File: src/rtl/reg_pair_sequencer.sv
// Sequences 16-bit BC/DE/HL read, write, increment and decrement commands into ordered
// byte accesses on an 8-bit register file port, high byte first.
module reg_pair_sequencer (
    input  logic        clk_i,
    input  logic        rst_ni,
    input  logic        cmd_valid_i,
    output logic        cmd_ready_o,
    input  logic [1:0]  cmd_op_i,
    input  logic [1:0]  cmd_pair_i,
    input  logic [15:0] cmd_wdata_i,
    output logic        rsp_valid_o,
    input  logic        rsp_ready_i,
    output logic [15:0] rsp_data_o,
    output logic        rsp_err_o,
    output logic        regEn_o,
    output logic        regRW_o,
    output logic [2:0]  regSel_o,
    output logic [7:0]  regWdata_o,
    input  logic [7:0]  regRdata_i
);

    typedef enum logic [2:0] {
        StIdle,
        StRdHi,
        StRdLo,
        StRdWait,
        StWrHi,
        StWrLo,
        StResp
    } state_e;

    localparam logic [1:0] OpRead   = 2'b00;
    localparam logic [1:0] OpWrite  = 2'b01;
    localparam logic [1:0] OpDec    = 2'b11;
    localparam logic [1:0] PairNone = 2'b11;

    state_e      state_q;
    logic [1:0]  op_q;
    logic [1:0]  pair_q;
    logic [7:0]  hi_q;
    logic [15:0] result_q;

    logic [2:0]  hi_sel;
    logic [2:0]  lo_sel;
    logic [15:0] rd_word;
    logic [15:0] arith;

    // Pair code doubles as the upper bits of the byte select: B/C, D/E, H/L.
    assign hi_sel  = {pair_q, 1'b0};
    assign lo_sel  = {pair_q, 1'b1};
    assign rd_word = {hi_q, regRdata_i};
    assign arith   = (op_q == OpDec) ? rd_word - 16'd1 : rd_word + 16'd1;

    always_ff @(posedge clk_i or negedge rst_ni) begin
        if (!rst_ni) begin
            state_q     <= StIdle;
            op_q        <= OpRead;
            pair_q      <= 2'b00;
            hi_q        <= 8'h00;
            result_q    <= 16'h0000;
            cmd_ready_o <= 1'b1;
            rsp_valid_o <= 1'b0;
            rsp_data_o  <= 16'h0000;
            rsp_err_o   <= 1'b0;
            regEn_o     <= 1'b0;
            regRW_o     <= 1'b0;
            regSel_o    <= 3'b000;
            regWdata_o  <= 8'h00;
        end else begin
            // Access strobes last exactly one cycle unless a state below re-asserts them.
            regEn_o    <= 1'b0;
            regRW_o    <= 1'b0;
            regSel_o   <= 3'b000;
            regWdata_o <= 8'h00;

            case (state_q)
                StIdle: begin
                    if (cmd_valid_i && cmd_ready_o) begin
                        cmd_ready_o <= 1'b0;
                        op_q        <= cmd_op_i;
                        pair_q      <= cmd_pair_i;
                        if (cmd_pair_i == PairNone) begin
                            state_q     <= StResp;
                            rsp_valid_o <= 1'b1;
                            rsp_data_o  <= 16'h0000;
                            rsp_err_o   <= 1'b1;
                        end else if (cmd_op_i == OpWrite) begin
                            state_q    <= StWrHi;
                            result_q   <= cmd_wdata_i;
                            regEn_o    <= 1'b1;
                            regRW_o    <= 1'b1;
                            regSel_o   <= {cmd_pair_i, 1'b0};
                            regWdata_o <= cmd_wdata_i[15:8];
                        end else begin
                            state_q  <= StRdHi;
                            regEn_o  <= 1'b1;
                            regSel_o <= {cmd_pair_i, 1'b0};
                        end
                    end
                end
                StRdHi: begin
                    state_q  <= StRdLo;
                    regEn_o  <= 1'b1;
                    regSel_o <= lo_sel;
                end
                StRdLo: begin
                    state_q <= StRdWait;
                    hi_q    <= regRdata_i;
                end
                StRdWait: begin
                    if (op_q == OpRead) begin
                        state_q     <= StResp;
                        result_q    <= rd_word;
                        rsp_valid_o <= 1'b1;
                        rsp_data_o  <= rd_word;
                        rsp_err_o   <= 1'b0;
                    end else begin
                        state_q    <= StWrHi;
                        result_q   <= arith;
                        regEn_o    <= 1'b1;
                        regRW_o    <= 1'b1;
                        regSel_o   <= hi_sel;
                        regWdata_o <= arith[15:8];
                    end
                end
                StWrHi: begin
                    state_q    <= StWrLo;
                    regEn_o    <= 1'b1;
                    regRW_o    <= 1'b1;
                    regSel_o   <= lo_sel;
                    regWdata_o <= result_q[7:0];
                end
                StWrLo: begin
                    state_q     <= StResp;
                    rsp_valid_o <= 1'b1;
                    rsp_data_o  <= result_q;
                    rsp_err_o   <= 1'b0;
                end
                StResp: begin
                    if (rsp_ready_i) begin
                        state_q     <= StIdle;
                        rsp_valid_o <= 1'b0;
                        cmd_ready_o <= 1'b1;
                    end
                end
                default: begin
                    state_q     <= StIdle;
                    rsp_valid_o <= 1'b0;
                    cmd_ready_o <= 1'b1;
                end
            endcase
        end
    end

endmodule

File: config.mk
export PLATFORM = sky130hd
export DESIGN_NAME = reg_pair_sequencer
export DESIGN_NICKNAME = d
export VERILOG_FILES = /design/src/rtl/reg_pair_sequencer.sv
export SDC_FILE = /design/constraint.sdc
export NUM_CORES = 1
export LEC_CHECK = 0
export BUFFER_PORTS_ARGS = -buffer_cell sky130_fd_sc_hd__buf_2
export CAP_MARGIN = 20
export CORE_AREA = 2 2 115 117
export DETAILED_ROUTE_END_ITERATION = 8
export DIE_AREA = 0 0 117 119
export PLACE_DENSITY_LB_ADDON = 0.1
export SLEW_MARGIN = 5
export SYNTH_ARGS = -nofsm -noshare
export SYNTH_HDL_FRONTEND = slang
export SYNTH_SLANG_ARGS = --single-unit
File: constraint.sdc
create_clock -name clk_i -period 3.2 [get_ports clk_i]
set_input_delay 0.64 -clock clk_i [delete_from_list [all_inputs] [get_ports clk_i]]
set_output_delay 0.64 -clock clk_i [all_outputs]
set_load 0.005 [all_outputs]
==> impl_metrics.ini <==
[synthesis]
ys_top_cells_by_area = dfrtp_1 (42%), nand2_1 (5.4%), mux2_1 (4.6%)
netlist_area_um2 = 3710
syn-num-nets = 433
syn_area_per_cell_um2 = 9.275
yosysTopAreaCell = dfrtp_1
ys_seq_elements = 63
yosysTopAreaCellShare = 0.4182
ys_types = 65
yosysWarnings = 0
synthCells = 400
synth_seq_area_share = 0.4253
synth_edf_count = 0
yosys_most_used_dff = dfrtp_1
synthArstFlopShare = 1.000

[drt]
wire_per_inst_um = 18.37
dr_total_vias = 3217
ant_nets = 0
via_per_inst = 5.066
dr.pass1.iters = 5
drtIter0Drc = 211
drc = 0
routed_wl_mm = 11.67

[setup_path]
critPathKind = input port to register
cp_slowest_cell = or4_1
critPathTopFamily = simple AND/OR/NAND/NOR gates
slowest_delay_ns = 0.58
cp_max_fo = 13
cp.buffers_inverters = 1
end_kind = register
cp_data_required_time_ns = 3.42
path_cells = buf_2 > xnor2_1 > ha_1 > nand2_1 > or3_1 > or4_1 > a21oi_2 > nor3b_2 > a221o_1
worstSetupStartpointType = input port
critPathArrivalTime_ns = 2.82

[timing]
fin_skew_ns = 0.003360
fmax_mhz = 385.8
slew_violations = 0
period_share = 0.8101
slew_headroom = 0.5255
hold_viol = 0
rsz0062_at_grt = false
worst_slew_pin_slew_ns = 0.7118
setup-tns-final_ns = 0
layout_min_cycle_time_ns = 2.592
setup_violations = 0

[placement]
dp_hpwl_mm = 8.591
gp_congestion = 0.8969
dp_cells = 619
io_buffers = 63

[finish]
syn_to_final_growth_pct = 21.15
drive_gt1_frac = 0.2505
fin_cells = 635
nNetsFinal = 487
diodes = 0

[global_route]
grt_max_degree = 36
antenna_found_initial = 0
gr-usage-all-layers = 0.1805
grt_pass1_wl_mm = 18.69
grt_pass1_vias = 3218
grt_overflow = 0

[power_and_ir_drop]
clockPowerShare = 0.214
combPwrFrac = 0.422
seq_power_share = 0.365
power.leakage_nw = 2.016
switching_power_mw = 1.713
power.density_nw_per_um2 = 952.9
swShare = 0.4001
p_int_mw = 2.569
ir_drop_mv = 0.3243

[min_path]
hp-class = input port to asynchronous set/reset pin

[floorplanning]
dieArea_um2 = 13920
rows = 42
initial_core_util = 0.2881
die_w_um = 117
die_h_um = 119
core_area_um2 = 12870
pin_count = 64

[job]
maxCapViolations = 0

[cts]
ctsResizeCount = 0
clk_pin_slew_ns = 0.05
htree_levels = 3
clkLatencyLatePin_ns = 0.34
cts_tree = built
cts_hold_buf = 0
cts_max_path_buffers = 2
numCtsBuffers = 9
post-cts-setup-buffers = 0
cts_sinks = 63
cts-root-buf = clkbuf_16

[outcome]
status = finished clean
==> final timing paths <==
kind	end	from	slack, ns	depth (start not counted)
max in group asynchronous	cmd_ready_o	rst_ni	2.15	2
max reg2reg	regWdata_o[6]	op_q[1]	0.69	9
min	regWdata_o[7]	rst_ni	0.35	1
max	regWdata_o[6]	regRdata_i[1]	0.61	9
min in group clk_i	rsp_data_o[12]	rsp_data_o[12]	0.47	1
min reg2reg	rsp_data_o[12]	rsp_data_o[12]	0.47	1
==> kinds of logic (layout without fill, tap and decap cells) <==
| logic type | Yosys count | in the layout | synth area share |
|---|---|---|---|
| xor gates and xnor gates | 15 | 15 | 0.03541 |
| DFF | 63 | 63 | 0.4253 |
| muxes | 37 | 37 | 0.1089 |
| buffers and inverters | 42 | 101 | 0.04789 |
| AOI/OAI and AO/OA | 91 | 91 | 0.1818 |
| and+or+nand+nor | 151 | 151 | 0.1973 |
| adders and majority gates | 1 | 1 | 0.003372 |
==> metrics by stage <==
stage,area (um^2),worst slack (ns),hold WS (ns),power [mW],utilization
after floorplan,3710,0.3788,0.3444,2.708,-
after global placement,4222,0.3045,0.4615,3.408,0.3279
after detailed placement,4222,0.2727,0.4691,3.407,0.3279
after CTS,4494,0.6406,0.3765,4.345,0.3491
after global routing,4494,0.3558,0.4120,4.627,0.3491
final,4494,0.6078,0.3495,4.283,0.3491
==> per-layer routing <==
metal | GRT usage | part of all wire
met5 | 0 | 0
met4 | 0.07426 | 0.020
met2 | 0.2663 | 0.45
met1 | 0.2583 | 0.47
met3 | 0.03308 | 0.057
==> worst reg2reg max path: cells and delay by family (launching register included) <==
family	cells	cell delay [ns]
AO/OA/AOI/OAI	2	0.43
XOR/XNOR	1	0.13
adder cells (fa/ha/maj)	1	0.26
flip-flops	1	0.38
AND/OR/NAND/NOR	5	1.19
==> cells in the final DEF (no fill, tap or decap), types with 4 or more instances in the layout <==
cell / synthesis / final
buf_2: 4 / 63
dfrtp_1: 62 / 62
nand2_1: 53 / 53
nor2_1: 35 / 34
nand3_1: 16 / 16
mux2_1: 15 / 15
a22o_1: 14 / 14
buf_4: 2 / 13
mux2_2: 12 / 12
a31oi_1: 11 / 11
o21ai_0: 11 / 11
a21oi_1: 11 / 10
mux2i_1: 10 / 10
xnor2_1: 9 / 9
clkbuf_16: 0 / 9
nor3_1: 8 / 8
inv_1: 7 / 7
or3_1: 6 / 6
nand4_1: 6 / 6
xor2_1: 6 / 6
a22oi_1: 5 / 5
o21ai_1: 4 / 4
and2_1: 4 / 4
or4_1: 4 / 4
a221o_1: 4 / 4
clkbuf_1: 22 / 4
==> registers in the layout, summed over array words and instances (netlist names), 2 cells and up <==
name        cells
result_q       16
state_q         3
regSel_o        3
op_q            2
pair_q          2
regWdata_o      8
hi_q            8
rsp_data_o     16
==> cells in the mapped netlist (all sizes together), types with 2 or more instances <==
library cell / n
o32ai: 3
dfrtp: 62
xnor2: 9
nor2: 36
mux2: 27
or3: 6
clkbuf: 22
a221o: 4
nor4: 2
nand3: 16
a22o: 14
or2: 4
o21ai: 16
or4: 5
buf: 12
a41oi: 2
and2: 4
a22oi: 5
inv: 8
a21oi: 12
o22ai: 2
o31ai: 3
a21o: 2
and3: 2
a31oi: 11
a32o: 2
nor3: 8
nand2: 54
mux2i: 10
o22a: 3
nand2b: 3
nand4: 6
a32oi: 2
xor2: 6
==> layout make-up <==
cell class                      count  area [um^2]
Clock buffer                       15        267.8
Clock inverter                      1        5.005
Fill cell                        1370         8381
Inverter                            8        30.03
Multi-Input combinational cell    295         1961
Sequential cell                    63         1578
Tap cell                          176        220.2
Timing Repair Buffer               77        432.9
==> power groups by stage <==
stage          logic (mW)  clock network, mW  registers (mW)
2_1_floorplan        1.33                  0            1.38
3_3_place_gp         1.84                  0            1.57
3_5_place_dp         1.83                  0            1.57
4_1_cts              1.84              0.945            1.56
5_1_grt              2.03              0.976            1.63
6_report             1.81              0.914            1.56
No activity file was read; power rests on OpenSTA's default activity.
